===== config.mk =====
export PLATFORM = sky130hd
export DESIGN_NAME = gpio_bus_emu
export DESIGN_NICKNAME = d
export VERILOG_FILES = /design/src/rtl/gpio_bus_emu.sv
export SDC_FILE = /design/constraint.sdc
export NUM_CORES = 1
export LEC_CHECK = 0
export ABC_AREA = 0
export ABC_CLOCK_PERIOD_IN_PS = 1500
export CAP_MARGIN = 5
export CORE_MARGIN = 1
export CORE_UTILIZATION = 32
export CTS_BUF_LIST = sky130_fd_sc_hd__clkbuf_8 sky130_fd_sc_hd__clkbuf_16
export DETAILED_ROUTE_END_ITERATION = 16
export DONT_BUFFER_PORTS = 1
export GPL_TIMING_DRIVEN = 0
export PLACE_DENSITY_LB_ADDON = 0.1
export SYNTH_ARGS = -nofsm -noshare
export SYNTH_HDL_FRONTEND = slang
export SYNTH_SLANG_ARGS = --single-unit

===== constraint.sdc =====
create_clock -name clk -period 1.5 [get_ports clk]
set_input_delay 0.15 -clock clk [delete_from_list [all_inputs] [get_ports clk]]
set_output_delay 0.15 -clock clk [all_outputs]
set_load 0.02 [all_outputs]

===== src/rtl/gpio_bus_emu.sv =====
// gpio_bus_emu: bus-mapped GPIO emulator with a run-to-completion counter.
// DATA[i] at BASE_ADDR+4*i, CTRL/STAT at BASE_ADDR+4*NUM_PORTS.
// Optional feature macro: GPIO_EMU_IRQ_EN (CTRL bit2 IRQ_EN, irq = done & IRQ_EN).
module gpio_bus_emu #(
  parameter logic [15:0] BASE_ADDR = 16'h1094,
  parameter int unsigned NUM_PORTS = 2,
  parameter int unsigned PORT_W    = 4,
  parameter int unsigned CNT_W     = 8,
  parameter int unsigned CNT_INIT  = 134
) (
  input  logic                        clk,
  input  logic                        n_reset,
  input  logic [15:0]                 saddress,
  input  logic                        srd,
  input  logic                        swr,
  input  logic [31:0]                 sdata_in,
  output logic [31:0]                 sdata_out,
  output logic                        sack,
  input  logic [NUM_PORTS*PORT_W-1:0] gpio_in,
  input  logic                        gpio_latch,
  output logic [NUM_PORTS*PORT_W-1:0] gpio_out,
  output logic                        irq
);

  localparam logic [15:0]      CTRL_ADDR = 16'(BASE_ADDR + 4 * NUM_PORTS);
  localparam logic [CNT_W-1:0] CNT_MAX   = '1;
  localparam logic [CNT_W-1:0] CNT_LOAD  = CNT_W'(CNT_INIT);

  typedef enum logic [1:0] {IDLE, RUN, DONE} state_t;

  state_t                        state;
  logic [CNT_W-1:0]              counter;
  logic                          done;
  logic                          irq_en;
  logic                          irq_en_nx;
  logic [NUM_PORTS*PORT_W-1:0]   gpio_in_s;
  logic                          srd_q, swr_q, latch_q;
  logic                          wr_det, rd_det, cap;
  logic                          port_hit, ctrl_hit;
  int unsigned                   port_idx;
  logic                          ctl_wr, ctl_clear, ctl_start, done_set;
  logic [31:0]                   port_rdata, stat_word;
  logic                          unused_ok;

  assign unused_ok = &{1'b0, sdata_in};

  // Registered copies of the level strobes for rising-edge detection
  always_ff @(posedge clk or negedge n_reset) begin
    if (!n_reset) begin
      srd_q   <= 1'b0;
      swr_q   <= 1'b0;
      latch_q <= 1'b0;
    end else begin
      srd_q   <= srd;
      swr_q   <= swr;
      latch_q <= gpio_latch;
    end
  end

  // Access detection, address decode, control decode and read-data muxing
  always_comb begin
    wr_det   = swr & ~swr_q;
    // A write rising in the same cycle suppresses the read
    rd_det   = srd & ~srd_q & ~wr_det;
    cap      = gpio_latch & ~latch_q;
    port_hit = 1'b0;
    port_idx = 0;
    for (int unsigned i = 0; i < NUM_PORTS; i++) begin
      if (saddress == 16'(BASE_ADDR + 4 * i)) begin
        port_hit = 1'b1;
        port_idx = i;
      end
    end
    ctrl_hit  = (saddress == CTRL_ADDR);
    ctl_wr    = wr_det & ctrl_hit;
    ctl_clear = ctl_wr & sdata_in[1];
    ctl_start = ctl_wr & sdata_in[0] & ~sdata_in[1];
`ifdef GPIO_EMU_IRQ_EN
    irq_en_nx = ctl_wr ? sdata_in[2] : irq_en;
`else
    irq_en_nx = 1'b0;
`endif
    done_set  = (state == RUN) && (counter == CNT_MAX) && !ctl_clear;
    port_rdata = '0;
    port_rdata[PORT_W-1:0] = gpio_in_s[port_idx*PORT_W +: PORT_W];
    stat_word = '0;
    stat_word[0] = done;
    stat_word[1] = (state == RUN);
    stat_word[2] = irq_en;
    stat_word[8 +: CNT_W] = counter;
  end

`ifdef GPIO_EMU_IRQ_EN
  // IRQ_EN control bit, rewritten on every CTRL write
  always_ff @(posedge clk or negedge n_reset) begin
    if (!n_reset) irq_en <= 1'b0;
    else          irq_en <= irq_en_nx;
  end
`else
  assign irq_en = 1'b0;
`endif

  // Counter FSM; irq uses next-state terms so it rises on the same edge as done
  always_ff @(posedge clk or negedge n_reset) begin
    if (!n_reset) begin
      state   <= IDLE;
      counter <= CNT_LOAD;
      done    <= 1'b0;
      irq     <= 1'b0;
    end else begin
      irq <= ~ctl_clear & (done | done_set) & irq_en_nx;
      if (ctl_clear) begin
        state   <= IDLE;
        counter <= CNT_LOAD;
        done    <= 1'b0;
      end else begin
        case (state)
          IDLE: if (ctl_start) state <= RUN;
          RUN: begin
            if (counter != CNT_MAX) begin
              counter <= counter + 1'b1;
            end else begin
              state <= DONE;
              done  <= 1'b1;
            end
          end
          default: ;
        endcase
      end
    end
  end

  // Bus side: acknowledge, port writes, input capture and registered read data
  always_ff @(posedge clk or negedge n_reset) begin
    if (!n_reset) begin
      sdata_out <= '0;
      gpio_out  <= '0;
      sack      <= 1'b0;
      gpio_in_s <= '0;
    end else begin
      sack <= wr_det | rd_det;
      if (cap) gpio_in_s <= gpio_in;
      if (wr_det && port_hit) gpio_out[port_idx*PORT_W +: PORT_W] <= sdata_in[PORT_W-1:0];
      if (rd_det) begin
        if (port_hit)      sdata_out <= port_rdata;
        else if (ctrl_hit) sdata_out <= stat_word;
        else               sdata_out <= '0;
      end
    end
  end

endmodule


==> metrics.log <==
INFO  metric tritoncts = done
INFO  metric setup_viol_count_final = 7
INFO  metric final_hold_viol_count = 0
INFO  metric worst_skew_pair.late_latency = 0.29 ns
INFO  metric floorplan.initialDensity = 0.336
INFO  metric worstRegToRegCells = 6
INFO  metric outcome = complete, but fails checks
INFO  metric numPlacedInstances = 267
INFO  metric globalRoute.totalOverflow = 0
INFO  metric postRouteWirelength = 4.38 mm
INFO  metric cellPowerDensity = 917 mW/mm^2
INFO  metric max_cap_viol_count = 0
INFO  metric post-dp-hpwl = 2.99 mm
INFO  metric final_antenna_net_count = 0
INFO  metric yosysWarningCount = 0
INFO  metric vdd.ir_drop.worst = 0.358 mV
INFO  metric hold_slack = 0.0148 ns
INFO  metric cts_sinks = 43
INFO  metric viasPerCell = 4.71
INFO  metric design_area = 0.00274 mm^2
INFO  metric floorplan.core_area = 0.00603 mm^2
INFO  metric slew_violations = 0
INFO  metric cts-htree-levels = 2
INFO  metric critPathMaxFanout = 6
INFO  metric height_of_the_chip = 81.6 um
INFO  metric synth_enable_flop_cells = 0
INFO  metric drt-pass1-iter-count = 4
INFO  metric ys_ff_latch = 43
INFO  metric globalplace.congestion = 0.737
INFO  metric wl_per_cell = 14.3 um
INFO  metric pin_count_of_the_biggest_net_entering_global_routing = 44
INFO  metric max-clock-path-buffers = 2
INFO  metric ys_seq_area_frac = 0.533
INFO  metric grt_antenna_before_repair = 0
INFO  metric synthToLayoutAreaGrowth = 35.5%
INFO  metric most_common_library_cell_in_the_layout_ignoring_fill_and_taps = sky130_fd_sc_hd__dfrtp_1
INFO  metric leakage = 1.33 nW
INFO  metric skew = 0.00541 ns
INFO  metric fillerInstances = 572
INFO  metric cts_made_buffers = 5
INFO  metric finalCriticalPeriod = 1.56 ns
INFO  metric critical_path_class = flip-flop to flip-flop
INFO  metric r2r_slack = -0.06 ns
INFO  metric final.setup.tns = -0.245 ns
INFO  metric die_width = 81.6 um
INFO  metric dr_total_vias = 1447
INFO  metric postSynthAreaPerCell = 11.8 um^2
INFO  metric grt_first_pass_wirelength = 6.80 mm
INFO  metric synth.largest_area_cell = sky130_fd_sc_hd__dfrtp_1
INFO  metric finalWorstSetupSlack = -0.0564 ns
INFO  metric cpPeakStageDelay = 0.58 ns
INFO  metric clock.fmax = 642 MHz
INFO  metric hold-path-cell-count = 2
INFO  metric cp.required = 1.72 ns
INFO  metric post_route_cells_drive_above_1_share = 0.362
INFO  metric ff_latch_area = 0.00108 mm^2
INFO  metric finish.utilization = 0.455
INFO  metric clk_pin_slew = 0.08 ns
INFO  metric ios = 103
INFO  metric worstSetupStartpointType = flip-flop
INFO  metric slowest_cell_on_the_critical_path = sky130_fd_sc_hd__dfstp_2
INFO  metric layout.cells.non_filler = 307
INFO  metric violations = negative setup slack
INFO  metric most_used_cells_in_the_layout_excluding_fill_and_tap_cells = sky130_fd_sc_hd__dfrtp_1, sky130_fd_sc_hd__buf_4, sky130_fd_sc_hd__conb_1, sky130_fd_sc_hd__dlygate4sd3_1, sky130_fd_sc_hd__mux2_2
INFO  metric cp_data_arrival_time = 1.78 ns
INFO  metric rsz_0062_raised_after_global_routing = true
INFO  metric route.detailed.drc = 0
INFO  metric most_common_flop_cell_mapped_by_yosys = sky130_fd_sc_hd__dfrtp_1
INFO  metric worstHoldPathType = primary input to flip-flop
INFO  metric nNetsFinal = 293
INFO  metric port_buffers = 0
INFO  metric antenna_cells = 0
INFO  metric synth.top_cell.area_share = 0.494
INFO  metric rows = 28
INFO  metric post_synth_inst_count = 172
INFO  metric endpoint_kind = flip-flop
INFO  metric first_global_vias = 1421
INFO  metric synth.top_cells.by_area = sky130_fd_sc_hd__dfrtp_1, sky130_fd_sc_hd__mux2_2, sky130_fd_sc_hd__buf_4
INFO  metric die_area = 0.00665 mm^2
INFO  metric final_critical_path_share_of_the_clock_period = 1.04
INFO  metric async_reset_ff_frac = 1.00
INFO  metric tot_gr_track_use = 0.140
INFO  metric cell_area_reported_after_detailed_placement = 0.00222 mm^2
INFO  metric crit_path_cell_trace = ha_4 -> nand3_4 -> buf_4 -> o21ai_4 -> nor2_2 -> a211o_1
INFO  metric synth_cell_types = 41
INFO  metric first_iter_violations = 72
INFO  metric netlist_area = 0.00203 mm^2
INFO  metric cts.root.buffer_cell = sky130_fd_sc_hd__clkbuf_8
INFO  metric multi_input_combinational_cell_area = 927 um^2
==> report_power, final <==
group	leakage, nW	switching [mW]	internal, mW
sequential	0.526	0.0206	1.20
combinational	0.732	0.120	0.120
clock	0.0695	0.401	0.659
total	1.33	0.542	1.97
==> stage by stage <==
step | setup WS, ns | total power [mW]
5_1_grt | -0.157 | 2.63
6_report | -0.0564 | 2.52
4_1_cts | -0.0575 | 2.53
2_1_floorplan | -0.178 | 1.39
3_3_place_gp | -0.396 | 1.40
3_5_place_dp | -0.454 | 1.41
==> layout make-up <==
| cell class | instances | area share |
|---|---|---|
| sequential | 43 | 0.395 |
| multi-input combinational | 121 | 0.338 |
| timing repair buffer | 32 | 0.115 |
| buffer | 26 | 0.0670 |
| tap | 75 | 0.0342 |
| clock buffer | 5 | 0.0251 |
| clock inverter | 3 | 0.0233 |
| inverter | 2 | 0.00274 |
==> synthesized netlist by cell type, types with 3 or more instances <==
cell type / instances
sky130_fd_sc_hd__dfrtp_1: 40
sky130_fd_sc_hd__buf_4: 21
sky130_fd_sc_hd__mux2_2: 16
sky130_fd_sc_hd__nor2_1: 9
sky130_fd_sc_hd__a22o_1: 8
sky130_fd_sc_hd__nand2_1: 7
sky130_fd_sc_hd__and3_1: 6
sky130_fd_sc_hd__a21oi_1: 5
sky130_fd_sc_hd__mux2i_1: 4
sky130_fd_sc_hd__nand4_1: 4
sky130_fd_sc_hd__o211ai_1: 4
sky130_fd_sc_hd__xor2_1: 4
sky130_fd_sc_hd__buf_2: 3
sky130_fd_sc_hd__dfstp_2: 3
sky130_fd_sc_hd__nand2b_1: 3
sky130_fd_sc_hd__nor2b_1: 3
sky130_fd_sc_hd__o21ai_0: 3
==> logic make-up (layout without fill, tap and decap cells) <==
group / Yosys count / in the layout / share of synthesized area
AOI/OAI and AO/OA: 27 / 27 / 0.0957
xor gates and xnor gates: 4 / 4 / 0.0173
adders and majority gates: 1 / 1 / 0.00618
buffers and inverters: 28 / 68 / 0.0926
DFF: 43 / 43 / 0.533
muxes: 20 / 20 / 0.109
other: 1 / 21 / 0.00185
and+or+nand+nor: 48 / 48 / 0.145
==> registers in the layout, summed over array words and instances, names as in the netlist <==
register and count:
srd_q 1, done 1, gpio_in_s 8, sack 1, latch_q 1, sdata_out 12, gpio_out 8, state 2
swr_q 1, counter 8
==> final timing paths <==
kind	start	end
max reg2reg	counter[1]	counter[1]
max in group asynchronous	n_reset	counter[2]
min in group asynchronous	n_reset	gpio_out[1]
min reg2reg	gpio_in_s[3]	gpio_in_s[3]
min	srd	sack
max	counter[1]	counter[1]
==> worst max-delay path, delay by kind of cell (launching register included) <==
kind	cells	cell delay [ns]
AOI/OAI and AO/OA	2	0.48
adders and majority gates	1	0.17
buffers and inverters	1	0.15
DFF	1	0.58
and+or+nand+nor	2	0.12
==> per-layer routing <==
metal | GRT usage | wire (um) | vias up
met5 | 0 | 0 | -
met4 | 0.0536 | 35 | 0
met3 | 0.0433 | 278 | 4
met2 | 0.233 | 2180 | 59
li1 | - | - | 691
met1 | 0.168 | 1880 | 693
==> what timing repair did <==
action | CTS | global route
pin swaps | 4 | 9
hold buffers | 16 | 2
setup buffers | 6 | 8
resized for setup | 8 | 12
endpoints found under the hold margin | 60 | 2
setup endpoints to repair | 25 | 19
Power figures use the tool's default switching activity.
